===== src/rtl/fsm_ksa_shuffle_if.sv =====
// fsm_ksa_shuffle_if
//   Handshake and S-RAM bus of the RC4 KSA swap stage.
//   master : controller/RAM side (drives start, ack, key, RAM read data)
//   slave  : KSA stage side (drives RAM address/data/wren and finish)
//   In_Start       start request (level)
//   Finish_ack     acknowledge of Shuffle_Finish
//   secret_key     key, byte 0 in the MSBs
//   q              S-RAM read data
//   Address, data, wren  S-RAM port
//   Shuffle_Finish high while the stage is done
interface fsm_ksa_shuffle_if #(
    parameter int KEY_LEN = 3
);
    logic                   In_Start;
    logic                   Finish_ack;
    logic [8*KEY_LEN-1:0]   secret_key;
    logic [7:0]             q;
    logic [7:0]             Address;
    logic [7:0]             data;
    logic                   wren;
    logic                   Shuffle_Finish;

    modport master (
        output In_Start, Finish_ack, secret_key, q,
        input  Address, data, wren, Shuffle_Finish
    );

    modport slave (
        input  In_Start, Finish_ack, secret_key, q,
        output Address, data, wren, Shuffle_Finish
    );
endinterface


===== src/rtl/fsm_ksa_shuffle.sv =====
// fsm_ksa_shuffle
//   RC4 key-scheduling swap stage. After the init stage has left S[i]=i in
//   the 256x8 S-RAM, runs i=0..255: j += S[i] + key[i mod KEY_LEN], then
//   swaps S[i] and S[j] through the shared RAM port (2-edge read latency).
//   Each iteration is 9 edges; the run is 2304 edges after the start edge.
// Ports
//   CLOCK_50  sole clock, rising edge
//   rst_n     asynchronous active-low reset; aborts a run at once
//   bus       fsm_ksa_shuffle_if.slave (start/ack/key/q in, RAM port and
//             Shuffle_Finish out; all outputs registered)
// Configuration
//   KSA_SKIP_SELF_SWAP_EN : when defined, an iteration with i==j skips both
//   writes and saves 2 edges.
module fsm_ksa_shuffle #(
    parameter int KEY_LEN = 3,
    parameter int ADDR_W  = 8
) (
    input  logic               CLOCK_50,
    input  logic               rst_n,
    fsm_ksa_shuffle_if.slave   bus
);
    localparam int KW = (KEY_LEN > 1) ? $clog2(KEY_LEN) : 1;

    generate
        if (ADDR_W != 8) begin : g_bad_addr_w
            $error("fsm_ksa_shuffle: ADDR_W must be 8");
        end
    endgenerate

    typedef enum logic [3:0] {
        IDLE, RD_I, WAIT_I, CALC_J, RD_J, WAIT_J, LAT_J, WR_I, WR_J, NEXT, DONE
    } state_t;

    state_t               state;
    logic [ADDR_W-1:0]    i, j;
    logic [7:0]           si, sj;
    logic [8*KEY_LEN-1:0] key_q;
    logic [KW-1:0]        kidx;   // i mod KEY_LEN, wraps instead of dividing

    logic [7:0] key_bytes [KEY_LEN];
    logic [7:0] key_byte;
    logic [7:0] j_next;

    // Byte 0 lives in the MSBs of the key word.
    generate
        for (genvar g = 0; g < KEY_LEN; g++) begin : g_kb
            assign key_bytes[g] = key_q[8*(KEY_LEN-g)-1 -: 8];
        end
    endgenerate

    assign key_byte = key_bytes[kidx];
    assign j_next   = j + bus.q + key_byte;

    always_ff @(posedge CLOCK_50 or negedge rst_n) begin
        if (!rst_n) begin
            state              <= IDLE;
            i                  <= '0;
            j                  <= '0;
            si                 <= '0;
            sj                 <= '0;
            key_q              <= '0;
            kidx               <= '0;
            bus.Address        <= '0;
            bus.data           <= '0;
            bus.wren           <= 1'b0;
            bus.Shuffle_Finish <= 1'b0;
        end else begin
            case (state)
                IDLE: begin
                    if (bus.In_Start) begin
                        key_q       <= bus.secret_key;
                        i           <= '0;
                        j           <= '0;
                        kidx        <= '0;
                        bus.Address <= '0;
                        bus.wren    <= 1'b0;
                        state       <= RD_I;
                    end
                end
                RD_I:   state <= WAIT_I;
                WAIT_I: state <= CALC_J;
                CALC_J: begin
                    // q now holds S[i]; address of RD_J is the new j.
                    si          <= bus.q;
                    j           <= j_next;
                    bus.Address <= j_next;
                    state       <= RD_J;
                end
                RD_J:   state <= WAIT_J;
                WAIT_J: state <= LAT_J;
                LAT_J: begin
                    sj <= bus.q;
`ifdef KSA_SKIP_SELF_SWAP_EN
                    if (i == j) begin
                        state <= NEXT;
                    end else begin
                        bus.Address <= i;
                        bus.data    <= bus.q;
                        bus.wren    <= 1'b1;
                        state       <= WR_I;
                    end
`else
                    bus.Address <= i;
                    bus.data    <= bus.q;
                    bus.wren    <= 1'b1;
                    state       <= WR_I;
`endif
                end
                WR_I: begin
                    bus.Address <= j;
                    bus.data    <= si;
                    state       <= WR_J;
                end
                WR_J: begin
                    bus.wren <= 1'b0;
                    state    <= NEXT;
                end
                NEXT: begin
                    if (i == '1) begin
                        bus.Shuffle_Finish <= 1'b1;
                        state              <= DONE;
                    end else begin
                        i           <= i + 1'b1;
                        kidx        <= (kidx == KW'(KEY_LEN-1)) ? '0 : kidx + 1'b1;
                        bus.Address <= i + 1'b1;
                        state       <= RD_I;
                    end
                end
                DONE: begin
                    if (bus.Finish_ack) begin
                        bus.Shuffle_Finish <= 1'b0;
                        state              <= IDLE;
                    end
                end
                default: state <= IDLE;
            endcase
        end
    end
endmodule


===== src/flat_wrapper.sv =====
// flat-port wrapper written by rule: the top's interface ports become plain ports
module fsm_ksa_shuffle_flat 
#(
    parameter int KEY_LEN = 3,
    parameter int ADDR_W  = 8
)
  (CLOCK_50, rst_n, bus_In_Start, bus_Finish_ack, bus_secret_key, bus_q, bus_Address, bus_data, bus_wren, bus_Shuffle_Finish);
  fsm_ksa_shuffle_if #(.KEY_LEN(KEY_LEN)) bus_i ();
  input  logic CLOCK_50;
  input  logic rst_n;
  input wire logic [$bits(bus_i.In_Start)-1:0] bus_In_Start;
  input wire logic [$bits(bus_i.Finish_ack)-1:0] bus_Finish_ack;
  input wire logic [$bits(bus_i.secret_key)-1:0] bus_secret_key;
  input wire logic [$bits(bus_i.q)-1:0] bus_q;
  output wire logic [$bits(bus_i.Address)-1:0] bus_Address;
  output wire logic [$bits(bus_i.data)-1:0] bus_data;
  output wire logic [$bits(bus_i.wren)-1:0] bus_wren;
  output wire logic [$bits(bus_i.Shuffle_Finish)-1:0] bus_Shuffle_Finish;
  assign bus_i.In_Start = bus_In_Start;
  assign bus_i.Finish_ack = bus_Finish_ack;
  assign bus_i.secret_key = bus_secret_key;
  assign bus_i.q = bus_q;
  assign bus_Address = bus_i.Address;
  assign bus_data = bus_i.data;
  assign bus_wren = bus_i.wren;
  assign bus_Shuffle_Finish = bus_i.Shuffle_Finish;
  fsm_ksa_shuffle #(.KEY_LEN(KEY_LEN), .ADDR_W(ADDR_W)) u_core (.CLOCK_50(CLOCK_50), .rst_n(rst_n), .bus(bus_i));
endmodule

===== config.mk =====
export PLATFORM = sky130hd
export DESIGN_NAME = fsm_ksa_shuffle_flat
export DESIGN_NICKNAME = d
export VERILOG_FILES = /design/src/rtl/fsm_ksa_shuffle_if.sv /design/src/rtl/fsm_ksa_shuffle.sv /design/src/flat_wrapper.sv
export SDC_FILE = /design/constraint.sdc
export NUM_CORES = 1
export LEC_CHECK = 0
export BUFFER_PORTS_ARGS = -buffer_cell sky130_fd_sc_hd__buf_2
export CAP_MARGIN = 10
export CORE_UTILIZATION = 50
export CTS_BUF_LIST = sky130_fd_sc_hd__clkbuf_8
export CTS_CLUSTER_SIZE = 24
export DETAILED_ROUTE_END_ITERATION = 8
export GPL_TIMING_DRIVEN = 0
export PLACE_DENSITY = 0.71
export SYNTH_ARGS = -nofsm -noshare
export SYNTH_HDL_FRONTEND = slang
export SYNTH_SLANG_ARGS = --single-unit

===== constraint.sdc =====
create_clock -name CLOCK_50 -period 3.8 [get_ports CLOCK_50]
set_input_delay 0 -clock CLOCK_50 [delete_from_list [all_inputs] [get_ports CLOCK_50]]
set_output_delay 0 -clock CLOCK_50 [all_outputs]
set_load 0.1 [all_outputs]

# Word-level counts from Yosys, hierarchy flattened
# Cells that the tools add are included.
dict set report totals {
  register_bits 72
  in_bits 36
  output_inout_bits 18
  wordCells 68
}
dict set report op_classes {
  add_sub_neg 4
  order_cmp 1
  n_eq_ne 16
  n_mux 22
  bitwise 1
  n_reduce_logical 14
}
# cell n
set ops {}
lappend ops {{8-bit case mux with 2 select lines} 3}
lappend ops {{4-bit case mux with 11 select lines} 1}
lappend ops {{8-bit case mux with 5 select lines} 1}
lappend ops {{8-bit two-way mux} 4}
lappend ops {{8-bit adder} 2}
lappend ops {{8-bit binary-select mux with 2-bit select} 1}
lappend ops {{4-bit by 3-bit == test with 1-bit output, second input constant} 4}
lappend ops {{4-bit == test, second input constant} 3}
lappend ops {{4-bit two-way mux} 3}
lappend ops {{3-bit AND reduction} 3}
lappend ops {{8-bit by 1-bit adder with 8-bit output, second input constant} 1}
lappend ops {{4-bit by 2-bit == test with 1-bit output, second input constant} 2}
lappend ops {{8-bit == test, second input constant} 1}
lappend ops {{2-bit AND reduction} 4}
lappend ops {{2-bit nonzero test} 4}
lappend ops {{2-bit two-way mux} 3}
lappend ops {{2-bit != test, second input constant} 3}
lappend ops {{5-bit nonzero test} 1}
lappend ops {{4-bit by 1-bit == test with 1-bit output, second input constant} 1}
lappend ops {{4-bit logical NOT} 1}
lappend ops {{2-bit case mux with 2 select lines} 1}
lappend ops {{3-bit >= comparator, second input constant} 1}
lappend ops {{1-bit two-way mux} 3}
lappend ops {{2-bit inverter with 3-bit output} 1}
lappend ops {{6 further kinds} 6}

# Longest topological paths before layout
dict set report depth {
  word_depth 6
  depth_mapped 13
  ltp_nobuf 12
}

# Least setup slack after synthesis
# No wires, ideal clock.
dict set report synth_timing {
  kind {register to register}
  startpoint {register u_core.kidx[1]}
  endpoint {register u_core.bus.Address[5]}
  setup_time_ns 0.131
  arrival_time_ns 2.621
  required_ns 3.669
  setup_slack_ns 1.049
  path_stages_with_launch 13
  path_buffers 1
  synth_period_minus_slack_ns 2.751
  cell_sequence {dfrtp_1 -> buf_2 -> mux2i_1 -> o21ai_0 -> fa_1 -> ha_1 -> inv_1 -> fa_1 -> nor2b_1 -> o31a_1 -> a211oi_1 -> a2111oi_2 -> o21ai_1}
}
dict set report synth_between {
  elab_chain_cells 6
}
# item line
set synth_rtl {}
lappend synth_rtl {{from (decl)} fsm_ksa_shuffle.sv:38} ;# logic [KW-1:0] kidx;
lappend synth_rtl {{from (signal assigned)} fsm_ksa_shuffle.sv:124} ;# kidx <= (kidx == KW'(KEY_LEN-1)) ? '0 : kidx + 1'b1;
lappend synth_rtl {{2-bit inverter with 3-bit output (implied by the code)} fsm_ksa_shuffle.sv:51} ;# assign key_byte = key_bytes[kidx];
lappend synth_rtl {{8-bit binary-select mux with 2-bit select} fsm_ksa_shuffle.sv:51}
lappend synth_rtl {{8-bit two-way mux (implied by the code) (2 in series)} fsm_ksa_shuffle.sv:51}
lappend synth_rtl {{8-bit adder} fsm_ksa_shuffle.sv:52} ;# assign j_next = j + bus.q + key_byte;
lappend synth_rtl {{8-bit case mux with 5 select lines} fsm_ksa_shuffle.sv:68} ;# case (state)
lappend synth_rtl {{to (signal assigned)} fsm_ksa_shuffle.sv:86} ;# bus.Address <= j_next;
lappend synth_rtl {{to (signal assigned)} fsm_ksa_shuffle.sv:103} ;# bus.Address <= i;
lappend synth_rtl {{to (signal assigned)} fsm_ksa_shuffle.sv:110} ;# bus.Address <= j;
lappend synth_rtl {{to (decl)} fsm_ksa_shuffle_if.sv:30} ;# output Address, data, wren, Shuffle_Finish
# Every way passes these cells. The select of a mux whose other input is x is not followed.
# A chain may end at the register's enable or synchronous reset.

# Worst setup path in the final report
# Same ends and word-level chain as after synthesis.

==> flow_summary.yaml <==
run_status:
  status: "finished, final reports clean"
worst_setup_path:
  critPathLaunchType: "flip-flop"
  reg2reg_slack_ps: 450
  arrival_ps: 3560
  ff2ff_path_depth: 12
  cp.required_ps: 4020
  worstReg2RegStart: "u_core.kidx[1]"
  critical_path.max_fanout: 10
  cp-end-kind: "flip-flop"
  worstReg2RegEnd: "u_core.bus.Address[5]"
  path_class: "flip-flop to flip-flop"
die:
  initial_utilization_pct: 52.24
  num_io_pins: 54
  die_w_um: 89.52
  fp.dieH_um: 89.52
  fp-row-count: 31
  design.core.area_mm2: 0.007331
  die_area_mm2: 0.008014
synthesis:
  netlist_instances: 359
  synth_area_leader_cell: "dfrtp_1"
  yosys_warnings: 0
  synth-xor-area-share_pct: 2.287
  yosysUniqueCellTypes: 51
  synth.top_cell.area_share_pct: 47.04
  async_flop_share_pct: 100.0
  synth-simple-area-share_pct: 13.72
  synth_top_family_by_area: "compound AO/OA/AOI/OAI gates"
  syn-num-nets: 410
  synth_edf_count: 0
  syn_area_mm2: 0.003830
  synth_adder_area_share_pct: 6.468
  synth_compound_area_share_pct: 14.44
  synth.mux.area_fraction_pct: 12.28
  synth_flop_cell: "dfrtp_1"
  syn_area_per_cell_um2: 10.67
  ys_ff_latch: 72
  synth_area_leaders: "dfrtp_1, nand2_1, mux2_2, mux2i_1, o21ai_0"
  yosysSeqAreaShare_pct: 47.04
final_layout:
  multiInputGateArea_mm2: 0.001884
  final_cell_mix: "dfrtp_1, nand2_1, buf_2, dlygate4sd3_1, o21ai_0"
  ff_latch_area_mm2: 0.001802
  n_fill_cell: 634
  fin_nets: 510
  synthToLayoutAreaGrowth_pct: 23.91
  diodes: 0
  final_layout_size_suffix_gt1_share_pct: 24.24
  layout_commonest_cell: "dfrtp_1"
drt:
  num_vias: 3042
  drtIter0Drc: 131
  drt-wirelength-per-cell_um: 15.98
  drt-vias-per-instance: 5.422
  routed_wl_mm: 8.965
  ant_nets: 0
  first_pass_iters: 6
  drc: 0
global_routing:
  grt_pass1_wl_mm: 14.66
  grt_max_degree: 42
  antenna_found_initial: 0
  grt_pass1_vias: 3006
  overflow: 0
  grtUsageTotal_pct: 24.88
clocking:
  clkTransAtPathRegs_ps: 70
  numCtsBuffers: 9
  cts.sinks: 72
  postCtsSetupBuffers: 0
  ctsResizeCount: 0
  cts_buffer_depth: 2
  cts_root_buf: "clkbuf_8"
  cts_tree: "yes"
  clock_latency_ps: 350
  htree_levels: 3
sta:
  max-slew-margin-rel_pct: 64.66
  fin_hold_ws_ps: 139.0
  hold_viol_final: 0
  tightestPinTransition_ps: 530.1
  drv_slew: 0
  setup_tns_ps: 0
  rsz0062_at_grt: "false"
  period_needed_ps: 3346
  finalClockSkew_ps: 4.528
  period_share_pct: 88.04
  fmax_ghz: 0.2989
  setup_viol: 0
place:
  io_buffers: 53
  gp_congestion: 0.8399
  dp_hpwl_mm: 6.260
power_and_ir_drop:
  total_leakage_power_nw: 2.180
  powerDensity_mw_per_mm2: 920.4
  vdd_drop_max_v: 0.0004711
job:
  maxCapViolations: 0
hold_path:
  hold_class: "input pin to asynchronous set/reset pin"
## kinds of logic (layout without fill, tap and decap cells)
kind of cell    after synthesis  count (layout)
simple gates                107             107
compound gates               86              86
flops                        72              72
mux                          44              44
buf+inv                      25             128
fa+ha+maj                    15              15
xor+xnor                     10              10
## Yosys cell counts (3+ instances only)
cell type,instances
nand3_1,4
nor2b_1,3
nor3_1,3
xnor2_1,10
o21ai_1,10
a221oi_1,4
mux2i_1,20
a22o_1,4
buf_4,4
dfrtp_1,72
o21a_1,3
nand2_1,67
ha_1,7
nor2_1,10
a21oi_1,10
o21ai_0,34
fa_1,8
mux2_2,20
inv_1,4
clkbuf_1,4
buf_2,10
a31oi_1,3
buf_6,3
a21o_1,4
mux2_1,4
## sequential cells by signal (all words and copies together) (netlist names)
name,cells
u_core.state,4
u_core.i,8
u_core.key_bytes,24
u_core.kidx,2
u_core.j,8
u_core.bus.wren,1
u_core.si,8
u_core.bus.Address,8
u_core.bus.data,8
u_core.bus.Shuffle_Finish,1
## repair_timing
item / in CTS / in global routing
hold buffers: 35 / 0
setup endpoints to repair: 0 / 0
hold endpoints to repair: 111 / 0
## cell type report
class / count / area share, %
Tap cell: 99 / 2.610
Timing Repair Buffer: 89 / 13.45
Multi-Input combinational cell: 262 / 39.70
Clock inverter: 4 / 0.3427
Clock buffer: 10 / 2.900
Buffer: 21 / 2.716
Inverter: 4 / 0.3164
Sequential cell: 72 / 37.96
## worst max-delay path by stage
| stage | from | endpoint | slack, ps | depth (start not counted) |
|---|---|---|---|---|
| global placement | u_core.kidx[1] | u_core.bus.Address[5] | 620 | 12 |
| detailed placement | u_core.kidx[1] | u_core.bus.Address[5] | 510 | 12 |
| global route | u_core.kidx[1] | u_core.bus.Address[5] | 280 | 12 |
| CTS | u_core.kidx[1] | u_core.bus.Address[5] | 500 | 12 |
| floorplan | u_core.kidx[1] | u_core.bus.Address[5] | 1050 | 12 |
| finish | u_core.kidx[1] | u_core.bus.Address[5] | 450 | 12 |
## where the power goes
| group | internal [W] | switching [W] | leakage (nW) | total (W) |
|---|---|---|---|---|
| registers | 0.00110 | 0.000243 | 0.899 | 0.00135 |
| clock network | 0.000240 | 0.000272 | 0.0918 | 0.000512 |
| logic | 0.000913 | 0.00160 | 1.19 | 0.00251 |
| total | 0.00226 | 0.00211 | 2.18 | 0.00437 |
## through the flow
step,area [um2],cells,worst slack [ps],power (W),util (%)
6_report,4746,561,454.4,0.004368,64.74
5_1_grt,4746,561,275.6,0.004675,64.74
4_1_cts,4746,561,503.0,0.004369,64.74
3_5_place_dp,4242,512,510.3,0.003827,57.86
3_3_place_gp,4219,511,621.8,0.003752,57.55
2_1_floorplan,3830,359,1049,0.003277,-
## worst max-delay path: stages, from the launching register on
cell and delay, ps:
dfrtp_1 340, buf_2 300, mux2i_1 250, o21ai_0 210, fa_1 550, ha_1 180, inv_1 70, fa_1 380
nor2b_1 200, o31a_1 170, a211oi_1 80, a2111oi_2 380, o21ai_1 100
## per-layer routing
layer  GRT usage, %  vias to the layer above  wire, um
li1               -                     1464         -
met1          32.50                     1500      4165
met2          41.98                       63      4375
met3          3.509                       15       250
met4          9.812                        0       174
met5              0                        -         0
No activity file was read; power rests on OpenSTA's default activity.
